===== src/rtl/lcd_pkg.sv =====
// Shared constants, rectangle layout and FSM states for the LCD window
// arbiter.
package lcd_pkg;

    localparam int COORD_W = 9;
    localparam int RECT_W  = 4 * COORD_W;

    localparam int DEF_PANEL_W    = 240;
    localparam int DEF_PANEL_H    = 135;
    localparam int DEF_COL_OFFSET = 40;
    localparam int DEF_ROW_OFFSET = 53;

    localparam logic [7:0] OP_CASET = 8'h2A;
    localparam logic [7:0] OP_RASET = 8'h2B;
    localparam logic [7:0] OP_RAMWR = 8'h2C;

    typedef logic [COORD_W-1:0] coord_t;

    typedef struct packed {
        coord_t x0;
        coord_t y0;
        coord_t x1;
        coord_t y1;
    } rect_t;

    typedef enum logic [2:0] {
        IDLE,
        CHECK,
        CASET,
        RASET,
        RAMWR,
        PIX_HI,
        PIX_LO,
        DONE
    } state_t;

    // idx 1..4 selects start hi/lo, end hi/lo of the offset window
    function automatic logic [7:0] addr_byte(
        input logic [2:0] idx,
        input coord_t     lo,
        input coord_t     hi,
        input int         off
    );
        logic [15:0] s;
        logic [15:0] e;
        s = 16'(lo) + 16'(off);
        e = 16'(hi) + 16'(off);
        unique case (idx)
            3'd1:    addr_byte = s[15:8];
            3'd2:    addr_byte = s[7:0];
            3'd3:    addr_byte = e[15:8];
            default: addr_byte = e[7:0];
        endcase
    endfunction

endpackage


===== src/rtl/lcd_window_arbiter_if.sv =====
// Requester, pixel and byte-link signals of the LCD window arbiter.
interface lcd_window_arbiter_if;
    import lcd_pkg::*;

    logic                init_done;
    logic [1:0]          req_valid;
    logic [2*RECT_W-1:0] req_rect;
    logic [1:0]          req_ready;
    logic [1:0]          req_err;
    logic [1:0]          grant;
    logic [31:0]         pix_data;
    logic [1:0]          pix_valid;
    logic [1:0]          pix_ready;
    logic [7:0]          byte_data;
    logic                byte_dc;
    logic                byte_valid;
    logic                byte_ready;
    logic                busy;

    modport slave (
        input  init_done, req_valid, req_rect,
        input  pix_data, pix_valid, byte_ready,
        output req_ready, req_err, grant, pix_ready,
        output byte_data, byte_dc, byte_valid, busy
    );

    modport master (
        output init_done, req_valid, req_rect,
        output pix_data, pix_valid, byte_ready,
        input  req_ready, req_err, grant, pix_ready,
        input  byte_data, byte_dc, byte_valid, busy
    );

endinterface


===== src/rtl/lcd_rr_arb.sv =====
// Two-way requester arbiter; round-robin when LCD_ARB_ROUND_ROBIN_EN is
// defined, otherwise fixed priority to requester 0.
module lcd_rr_arb (
    input  logic       clk,
    input  logic       reset,
    input  logic [1:0] req,
    input  logic       take,
    output logic [1:0] gnt
);

    // ptr high means requester 1 is favoured on contention
    logic ptr;

    always_comb begin
        gnt = 2'b00;
        if (req[0] && (!ptr || !req[1]))
            gnt = 2'b01;
        else if (req[1])
            gnt = 2'b10;
    end

    always_ff @(posedge clk or posedge reset) begin
        if (reset) begin
            ptr <= 1'b0;
        end else if (take) begin
`ifdef LCD_ARB_ROUND_ROBIN_EN
            ptr <= gnt[0];
`else
            ptr <= 1'b0;
`endif
        end
    end

endmodule


===== src/rtl/lcd_window_arbiter.sv =====
// Grants one of two requesters the LCD byte link and streams a window:
// CASET, RASET, RAMWR then RGB565 pixels. Policy set by LCD_ARB_ROUND_ROBIN_EN.
module lcd_window_arbiter
    import lcd_pkg::*;
#(
    parameter int PANEL_W    = DEF_PANEL_W,
    parameter int PANEL_H    = DEF_PANEL_H,
    parameter int COL_OFFSET = DEF_COL_OFFSET,
    parameter int ROW_OFFSET = DEF_ROW_OFFSET
) (
    input logic                 clk,
    input logic                 reset,
    lcd_window_arbiter_if.slave lcd
);

    state_t      state;
    rect_t       rect;
    logic [1:0]  grant_q;
    logic [1:0]  rdy_q;
    logic [1:0]  err_q;
    logic        busy_q;
    logic        bv_q;
    logic        bdc_q;
    logic [7:0]  bd_q;
    logic [7:0]  pix_lo_q;
    logic [2:0]  idx;
    logic [15:0] cnt;

    logic [1:0]  arb_gnt;
    logic        take;
    logic        can_load;
    logic        bad;
    logic        pix_hs;
    logic [1:0]  pix_rdy;
    logic [15:0] pix;
    logic [15:0] npix;
    logic [7:0]  seq_byte;
    rect_t       sel_rect;

    lcd_rr_arb u_arb (
        .clk   (clk),
        .reset (reset),
        .req   (lcd.req_valid),
        .take  (take),
        .gnt   (arb_gnt)
    );

    always_comb begin
        can_load = !bv_q || lcd.byte_ready;
        // hold off one cycle after a reject so the requester can drop
        take = (state == IDLE) && lcd.init_done
            && (|lcd.req_valid) && !(|rdy_q);
        sel_rect = arb_gnt[1]
            ? rect_t'(lcd.req_rect[2*RECT_W-1:RECT_W])
            : rect_t'(lcd.req_rect[RECT_W-1:0]);
        bad = (rect.x1 < rect.x0) || (rect.y1 < rect.y0)
            || (32'(rect.x1) >= PANEL_W)
            || (32'(rect.y1) >= PANEL_H);
        npix = (16'(rect.x1) - 16'(rect.x0) + 16'd1)
             * (16'(rect.y1) - 16'(rect.y0) + 16'd1);
        pix_rdy = (state == PIX_HI && can_load) ? grant_q : 2'b00;
        pix_hs = |(lcd.pix_valid & pix_rdy);
        pix = grant_q[1] ? lcd.pix_data[31:16] : lcd.pix_data[15:0];
        seq_byte = (state == CASET)
            ? addr_byte(idx, rect.x0, rect.x1, COL_OFFSET)
            : addr_byte(idx, rect.y0, rect.y1, ROW_OFFSET);
        if (idx == 3'd0)
            seq_byte = (state == CASET) ? OP_CASET : OP_RASET;
    end

    always_ff @(posedge clk or posedge reset) begin
        if (reset) begin
            state    <= IDLE;
            rect     <= '0;
            grant_q  <= 2'b00;
            rdy_q    <= 2'b00;
            err_q    <= 2'b00;
            busy_q   <= 1'b0;
            bv_q     <= 1'b0;
            bdc_q    <= 1'b0;
            bd_q     <= 8'h00;
            pix_lo_q <= 8'h00;
            idx      <= 3'd0;
            cnt      <= 16'd0;
        end else begin
            rdy_q <= 2'b00;
            err_q <= 2'b00;
            if (bv_q && lcd.byte_ready)
                bv_q <= 1'b0;
            unique case (state)
                IDLE: if (take) begin
                    grant_q <= arb_gnt;
                    busy_q  <= 1'b1;
                    rect    <= sel_rect;
                    state   <= CHECK;
                end
                CHECK: begin
                    rdy_q <= grant_q;
                    idx   <= 3'd0;
                    if (bad) begin
                        err_q   <= grant_q;
                        grant_q <= 2'b00;
                        busy_q  <= 1'b0;
                        state   <= IDLE;
                    end else begin
                        state <= CASET;
                    end
                end
                CASET, RASET: if (can_load) begin
                    bv_q  <= 1'b1;
                    bdc_q <= (idx != 3'd0);
                    bd_q  <= seq_byte;
                    idx   <= idx + 3'd1;
                    if (idx == 3'd4) begin
                        idx   <= 3'd0;
                        state <= (state == CASET) ? RASET : RAMWR;
                    end
                end
                RAMWR: if (can_load) begin
                    bv_q  <= 1'b1;
                    bdc_q <= 1'b0;
                    bd_q  <= OP_RAMWR;
                    cnt   <= npix;
                    state <= PIX_HI;
                end
                PIX_HI: if (pix_hs) begin
                    bv_q     <= 1'b1;
                    bdc_q    <= 1'b1;
                    bd_q     <= pix[15:8];
                    pix_lo_q <= pix[7:0];
                    state    <= PIX_LO;
                end
                PIX_LO: if (can_load) begin
                    bv_q  <= 1'b1;
                    bdc_q <= 1'b1;
                    bd_q  <= pix_lo_q;
                    cnt   <= cnt - 16'd1;
                    state <= (cnt == 16'd1) ? DONE : PIX_HI;
                end
                DONE: if (can_load) begin
                    grant_q <= 2'b00;
                    busy_q  <= 1'b0;
                    state   <= IDLE;
                end
                default: state <= IDLE;
            endcase
        end
    end

    assign lcd.req_ready  = rdy_q;
    assign lcd.req_err    = err_q;
    assign lcd.grant      = grant_q;
    assign lcd.pix_ready  = pix_rdy;
    assign lcd.byte_data  = bd_q;
    assign lcd.byte_dc    = bdc_q;
    assign lcd.byte_valid = bv_q;
    assign lcd.busy       = busy_q;

endmodule


===== src/flat_wrapper.sv =====
// flat-port wrapper written by rule: the top's interface ports become plain ports
module lcd_window_arbiter_flat import lcd_pkg::*;
#(
    parameter int PANEL_W    = DEF_PANEL_W,
    parameter int PANEL_H    = DEF_PANEL_H,
    parameter int COL_OFFSET = DEF_COL_OFFSET,
    parameter int ROW_OFFSET = DEF_ROW_OFFSET
)
  (clk, reset, lcd_init_done, lcd_req_valid, lcd_req_rect, lcd_pix_data, lcd_pix_valid, lcd_byte_ready, lcd_req_ready, lcd_req_err, lcd_grant, lcd_pix_ready, lcd_byte_data, lcd_byte_dc, lcd_byte_valid, lcd_busy);
  lcd_window_arbiter_if lcd_i ();
  input logic clk;
  input logic reset;
  input wire logic [$bits(lcd_i.init_done)-1:0] lcd_init_done;
  input wire logic [$bits(lcd_i.req_valid)-1:0] lcd_req_valid;
  input wire logic [$bits(lcd_i.req_rect)-1:0] lcd_req_rect;
  input wire logic [$bits(lcd_i.pix_data)-1:0] lcd_pix_data;
  input wire logic [$bits(lcd_i.pix_valid)-1:0] lcd_pix_valid;
  input wire logic [$bits(lcd_i.byte_ready)-1:0] lcd_byte_ready;
  output wire logic [$bits(lcd_i.req_ready)-1:0] lcd_req_ready;
  output wire logic [$bits(lcd_i.req_err)-1:0] lcd_req_err;
  output wire logic [$bits(lcd_i.grant)-1:0] lcd_grant;
  output wire logic [$bits(lcd_i.pix_ready)-1:0] lcd_pix_ready;
  output wire logic [$bits(lcd_i.byte_data)-1:0] lcd_byte_data;
  output wire logic [$bits(lcd_i.byte_dc)-1:0] lcd_byte_dc;
  output wire logic [$bits(lcd_i.byte_valid)-1:0] lcd_byte_valid;
  output wire logic [$bits(lcd_i.busy)-1:0] lcd_busy;
  assign lcd_i.init_done = lcd_init_done;
  assign lcd_i.req_valid = lcd_req_valid;
  assign lcd_i.req_rect = lcd_req_rect;
  assign lcd_i.pix_data = lcd_pix_data;
  assign lcd_i.pix_valid = lcd_pix_valid;
  assign lcd_i.byte_ready = lcd_byte_ready;
  assign lcd_req_ready = lcd_i.req_ready;
  assign lcd_req_err = lcd_i.req_err;
  assign lcd_grant = lcd_i.grant;
  assign lcd_pix_ready = lcd_i.pix_ready;
  assign lcd_byte_data = lcd_i.byte_data;
  assign lcd_byte_dc = lcd_i.byte_dc;
  assign lcd_byte_valid = lcd_i.byte_valid;
  assign lcd_busy = lcd_i.busy;
  lcd_window_arbiter #(.PANEL_W(PANEL_W), .PANEL_H(PANEL_H), .COL_OFFSET(COL_OFFSET), .ROW_OFFSET(ROW_OFFSET)) u_core (.clk(clk), .reset(reset), .lcd(lcd_i));
endmodule

===== config.mk =====
export PLATFORM = sky130hd
export DESIGN_NAME = lcd_window_arbiter_flat
export DESIGN_NICKNAME = d
export VERILOG_FILES = /design/src/rtl/lcd_pkg.sv /design/src/rtl/lcd_window_arbiter_if.sv /design/src/rtl/lcd_rr_arb.sv /design/src/rtl/lcd_window_arbiter.sv /design/src/flat_wrapper.sv
export SDC_FILE = /design/constraint.sdc
export NUM_CORES = 1
export LEC_CHECK = 0
export CAP_MARGIN = 20
export CORE_ASPECT_RATIO = 1.75
export CORE_MARGIN = 4
export CORE_UTILIZATION = 35
export DETAILED_ROUTE_END_ITERATION = 8
export SKIP_LAST_GASP = 1
export SYNTH_ARGS = -nofsm -noshare
export SYNTH_HDL_FRONTEND = slang
export SYNTH_SLANG_ARGS = --single-unit

===== constraint.sdc =====
create_clock -name clk -period 13 [get_ports clk]
set_clock_uncertainty 0.2 [all_clocks]
set_input_delay 1.95 -clock clk [delete_from_list [all_inputs] [get_ports clk]]
set_output_delay 1.95 -clock clk [all_outputs]
set_load 0.02 [all_outputs]

==> metrics, run 1 <==
initial antenna violation count 0; fin crit period 8.09 ns; Hold-fix buffers, CTS 0; Slew Viols, Final 0; yosys warns 0; via count 8499; GRT Total Usage 18.2%; critical-path maximum fanout 11; Max Clock Freq 0.124 GHz; Detailed Route WL 28300 um; async set or reset register ratio after synthesis 100%; core area 28700 um2; Post-DRT Antenna Nets 0; Sink Count 83; Setup TNS 0 ns; routability congestion estimate 0.928; die area 32100 um2; Cells after Synth 1199; final worst path period share 62.2%; routed len/inst 16.8 um; final hold violation count 0; Synth Register Bits 83; setup repair bufs after CTS 0; library cells used by synthesis 85; Worst-path clk slew 0.07 ns; Max H-tree Level 3; Nets 1577; Post-Syn Nets 1473; slowest stage delay, CP 0.77 ns; Worst Path Required 13.02 ns; family with the most delay on the worst path adder cells; status finished clean; Post-synth EDFFs 0; initial DRC count 409; Post-DP HPWL 23800 um; Root Driver clkbuf_16; vias in the first global route 8853; Mapped Area 10200 um2; Die Height 234 um; crit path DAT 8.10 ns; critical path class reg -> reg; Hold Crit Class reg -> reg; CTS tree built; Area growth syn-to-layout 18.9%; router iterations before antenna repair 8; register area share after synthesis 20.4%; endpoints failing setup 0; # resized after CTS 0; Initial Util 35.5%; GRT Residual Overflow 0; worst slew pin tran 1.04 ns; RSZ-0062 raised after global routing false; Critical-path top delay cell xnor2_1; DRC 0; largest net degree at the start of global routing 77; post-DR vias/cell 5.05; DIE WIDTH 137 um; Worst setup EP type flip-flop; first-pass GRT wire length 45300 um; Slew HR 30.4%; CP Buf/Inv Count 6; I/O Pins 131; Avg Cell Area, Syn 8.51 um2; input/output buffers 130; CTS Buf Count 9; Worst-Skew Late Latency 0.36 ns; max-cap viol count 0; FP Rows 82; crit-path most repeated cell fa_1; # diodes 0; clock buffer depth 2; Synth Flop Type dfrtp_1; Reg2Reg Setup Slack 4.91 ns; ratio of cells with drive above 1 in the final layout 5.21%; Startpoint Class flip-flop
==> placed cells by master (no fill, tap or decap), types with 6 or more instances in the layout <==
| master | n |
|---|---|
| clkbuf_16 | 9 |
| o22ai_1 | 11 |
| inv_1 | 164 |
| buf_4 | 8 |
| a22oi_1 | 7 |
| ha_1 | 80 |
| a21oi_1 | 67 |
| xnor2_2 | 6 |
| dfrtp_1 | 83 |
| a221oi_1 | 6 |
| fa_1 | 82 |
| xnor2_1 | 54 |
| a211oi_1 | 6 |
| nor3_1 | 17 |
| nor2b_1 | 16 |
| nand3_1 | 16 |
| nand2_1 | 145 |
| nor4_1 | 7 |
| nor2_1 | 68 |
| nand2b_1 | 14 |
| clkdlybuf4s50_1 | 130 |
| o21ai_0 | 90 |
| or3_1 | 6 |
| and2_1 | 30 |
| xor2_1 | 25 |
| mux2i_1 | 48 |
| a21o_1 | 8 |
==> cell usage after synthesis (all sizes together) (3+ instances only) <==
library cell / count / area (um2)
a21oi: 70 / 362
or4: 3 / 26.3
nand2b: 16 / 103
inv: 165 / 619
and2: 31 / 195
o21bai: 4 / 30.0
a221oi: 6 / 52.6
nand3b: 3 / 22.5
buf: 5 / 26.3
clkbuf: 40 / 174
a211oi: 7 / 57.6
nand3: 17 / 90.1
o21ai: 93 / 469
a22o: 3 / 26.3
and3: 6 / 42.5
fa: 82 / 1640
xor2: 26 / 235
dfrtp: 83 / 2080
or2: 3 / 18.8
and2b: 3 / 26.3
ha: 80 / 1000
nor3: 17 / 85.1
a21o: 8 / 60.1
nand2: 151 / 594
nor4: 7 / 43.8
a222oi: 3 / 30.0
o211ai: 5 / 37.5
mux2: 5 / 56.3
mux2i: 48 / 480
nor2: 68 / 255
a31oi: 6 / 58.8
a22oi: 8 / 65.1
o22ai: 12 / 81.3
xnor2: 62 / 626
or3: 7 / 45.1
nor2b: 16 / 100
==> metal layers <==
| metal | track usage [%] | routed length [um] |
|---|---|---|
| met1 | 18.4 | 9920 |
| met2 | 34.9 | 15900 |
| met3 | 1.89 | 705 |
| met4 | 11.0 | 1860 |
| met5 | 0 | 0 |
==> through the flow <==
| step | hold WS [ns] | instance area, um2 | util, % | worst slack (ns) | instances |
|---|---|---|---|---|---|
| detailed placement | 0.267 | 11800 | 41.2 | 4.90 | 1670 |
| CTS | 0.292 | 12100 | 42.2 | 4.91 | 1684 |
| global route | 0.315 | 12100 | 42.2 | 4.32 | 1684 |
| finish | 0.292 | 12100 | 42.2 | 4.91 | 1684 |
| global placement | 0.273 | 11800 | 41.2 | 5.03 | 1670 |
| floorplan | 0.264 | 10200 | - | 5.58 | 1199 |
==> flip-flops by register name (all words and copies together), names as in the netlist, 2 cells and up <==
name                  count
u_core.lcd.req_err        2
u_core.lcd.grant          2
u_core.lcd.req_ready      2
u_core.cnt               16
u_core.state              3
u_core.rect              36
u_core.pix_lo_q           8
u_core.lcd.byte_data      8
u_core.idx                3
==> worst reg2reg max path: cells and delay by family, from the launching register on <==
family / cells / cell delay, ns
xor+xnor: 3 / 1.20
compound gates: 6 / 0.95
buf+inv: 6 / 0.35
fa+ha+maj: 9 / 4.04
flops: 1 / 0.42
simple gates: 5 / 0.79
==> worst paths after layout <==
check / startpoint / depth (start not counted) / end
worst max-delay path: u_core.rect[0] / 29 / u_core.cnt[15]
worst min-delay path: u_core.lcd.busy / 2 / u_core.lcd.busy
worst max register to register: u_core.rect[0] / 29 / u_core.cnt[15]
worst min register to register: u_core.lcd.busy / 2 / u_core.lcd.busy
max in group asynchronous: reset / 3 / u_core.cnt[2]
min in group asynchronous: reset / 2 / u_core.rect[15]
==> final cells by class <==
type | count | area (um2)
clock buffers | 10 | 239
clock inverters | 4 | 52.6
fillers | 2920 | 16600
inverters | 166 | 624
multi-input cells | 905 | 7310
flip-flops and latches | 83 | 2080
well taps | 378 | 473
repair buffers | 138 | 1360
==> logic make-up (layout without fill, tap and decap cells) <==
| family | Yosys count | after routing | synth area share (%) |
|---|---|---|---|
| AND/OR/NAND/NOR | 356 | 356 | 16.8 |
| XOR/XNOR | 89 | 89 | 8.66 |
| adder cells (fa/ha/maj) | 162 | 162 | 25.9 |
| multiplexers | 53 | 53 | 5.26 |
| buffers and inverters | 211 | 318 | 8.07 |
| flip-flops | 83 | 83 | 20.4 |
| AO/OA/AOI/OAI | 245 | 245 | 14.9 |
Power of run 1 is left out: the tool's default activity adds up to more than one toggle a clock period on the data nets, which glitch-free logic cannot reach.
==> inputs of run 2 (changes only) <==
==> constraint.sdc (replaced) <==
create_clock -name clk -period 7.3 [get_ports clk]
set_clock_uncertainty 0.2 [all_clocks]
set_input_delay 1.095 -clock clk [delete_from_list [all_inputs] [get_ports clk]]
set_output_delay 1.095 -clock clk [all_outputs]
set_load 0.02 [all_outputs]
==> metrics, run 2 (synthesized netlist as in run 1, its figures left out) <==
Place WS -0.298 ns (-5.20 ns); initial antenna violation count 0 (unchanged); Root Driver clkbuf_16; crit-path most repeated cell fa_1; slowest stage delay, CP 0.53 ns (-0.24 ns); Slew HR 38.2% (+7.8 points); Filler cells 2819 (-3.5%); Critical-path top delay cell fa_1; core area 28700 um2 (unchanged); Post-DP HPWL 25300 um (+6.2%); I/O Pins 131 (unchanged); routability congestion estimate 1.05 (+14%); Sink Count 83 (unchanged); Startpoint Class flip-flop; vias in the first global route 9400 (+6.2%); CTS tree built; most common cell after layout, fill and taps aside buf_4; final worst path period share 100% (+38 points); worst hold start u_core.lcd.busy; router iterations before antenna repair 5 (-3); Hold-fix buffers, CTS 0 (unchanged); Initial Util 35.5% (unchanged); final hold violation count 0 (unchanged); Hold Crit Class reg -> reg; Nets 1743 (+11%); # diodes 0 (unchanged); die area 32100 um2 (unchanged); Worst-Skew Late Latency 0.37 ns (about the same); Max H-tree Level 3 (unchanged); most frequent cells in the layout buf_4, inv_1, nand2_1; clock buffer depth 2 (unchanged); Slew Viols, Final 0 (unchanged); ratio of cells with drive above 1 in the final layout 21.6% (+16 points); FP Rows 82 (unchanged); fin crit period 7.33 ns (-0.755 ns); Worst Path Required 7.32 ns (-5.70 ns); Worst-path clk slew 0.07 ns (about the same); critical-path maximum fanout 5 (-6); Final Util 48.4% (+6.1 points); Detailed Route WL 30900 um (+9.1%); via count 9262 (+9.0%); post-DR vias/cell 5.00 (-0.91%); Worst setup EP type flip-flop; input/output buffers 130 (unchanged); Reg with most FFs u_core.rect; RSZ-0062 raised after global routing true; worst slew pin tran 0.927 ns (-0.113 ns); crit path DAT 7.35 ns (-0.75 ns); Setup TNS -0.0317 ns (-0.0317 ns); max-cap viol count 0 (unchanged); DRC 0 (unchanged); Max Clock Freq 0.136 GHz (+10%); Hold Crit Depth 2 (unchanged); CTS Buf Count 9 (unchanged); initial DRC count 367 (-10%); FF+latch area 2080 um2 (unchanged); crit path from u_core.rect[9]; footprint of the multi-input gates 7810 um2 (+6.9%); endpoints failing setup 1 (+1); Final Worst Setup Slack -0.0317 ns (-4.95 ns); critical path class reg -> reg; GRT Total Usage 19.6% (+1.4 points); routed len/inst 16.7 um (-0.84%); max FFs per register 36 (unchanged); largest net degree at the start of global routing 77 (unchanged); DIE WIDTH 137 um (unchanged); GRT Residual Overflow 0 (unchanged); Worst Reg-to-Reg Cells 32 (+10%); failing checks setup timing; Area growth syn-to-layout 36.2%; Die Height 234 um (unchanged); Regs by FF count u_core.rect (36), u_core.cnt (16); first-pass GRT wire length 48400 um (+6.9%); FF-to-FF Start u_core.rect[9]; Post-DRT Antenna Nets 0 (unchanged); status finished, violations left
[run 2: changes by cell type in the layout (fill, tap and decap cells not counted), moves of 9 or more]
cell / before / now
inv_1: 164 / 150
fa_1: 82 / 73
ha_4: 0 / 9
buf_4: 8 / 168
fa_2: 0 / 9
inv_2: 0 / 14
ha_1: 80 / 69
[run 2: worst paths after layout]
path	to	slack, ns
setup / recovery	u_core.cnt[15]	-0.03
hold / removal	u_core.lcd.busy	0.29
setup reg to reg	u_core.cnt[15]	-0.03
hold reg to reg	u_core.lcd.busy	0.29
max in group asynchronous	u_core.rect[23]	4.92
min in group asynchronous	u_core.cnt[5]	0.81
[run 2: critical path, delay by kind of cell (launching register included)]
kind | cells | cell delay (ns)
flops | 1 | 0.37
fa+ha+maj | 9 | 3.66
compound gates | 6 | 0.99
xor+xnor | 3 | 0.52
buf+inv | 7 | 0.48
simple gates | 7 | 0.99
[run 2: cell type report]
| type | count | share of cell area, % |
|---|---|---|
| Clock buffer | 10 | 1.65 |
| Clock inverter | 6 | 0.351 |
| Inverter | 166 | 4.49 |
| Multi-Input combinational cell | 905 | 56.2 |
| Sequential cell | 83 | 14.9 |
| Tap cell | 378 | 3.40 |
| Timing Repair Buffer | 304 | 18.9 |
[run 2: stage by stage]
step | area, um2 | hold WS [ns] | cells
5_1_grt | 13900 | 0.308 | 1852
4_1_cts | 13500 | 0.287 | 1841
3_3_place_gp | 12900 | 0.272 | 1808
3_5_place_dp | 12900 | 0.269 | 1808
6_report | 13900 | 0.286 | 1852
2_1_floorplan | 10300 | 0.264 | 1199
[run 2: per-layer routing]
| metal | wire length (um) | up-vias | track usage (%) |
|---|---|---|---|
| met5 | 0 | - | 0 |
| met4 | 2060 | 0 | 12.0 |
| met3 | 815 | 88 | 2.32 |
| met2 | 17700 | 211 | 38.7 |
| met1 | 10300 | 4452 | 18.7 |
| li1 | - | 4511 | - |
[run 2: timing repair]
action / CTS / global route
setup endpoints to repair: 2 / 5
gates resized for setup: 48 / 55
buffers inserted: 18 / 10
cloned: 1 / 1
pin swaps: 53 / 56
Power of run 2 is left out for the same reason.
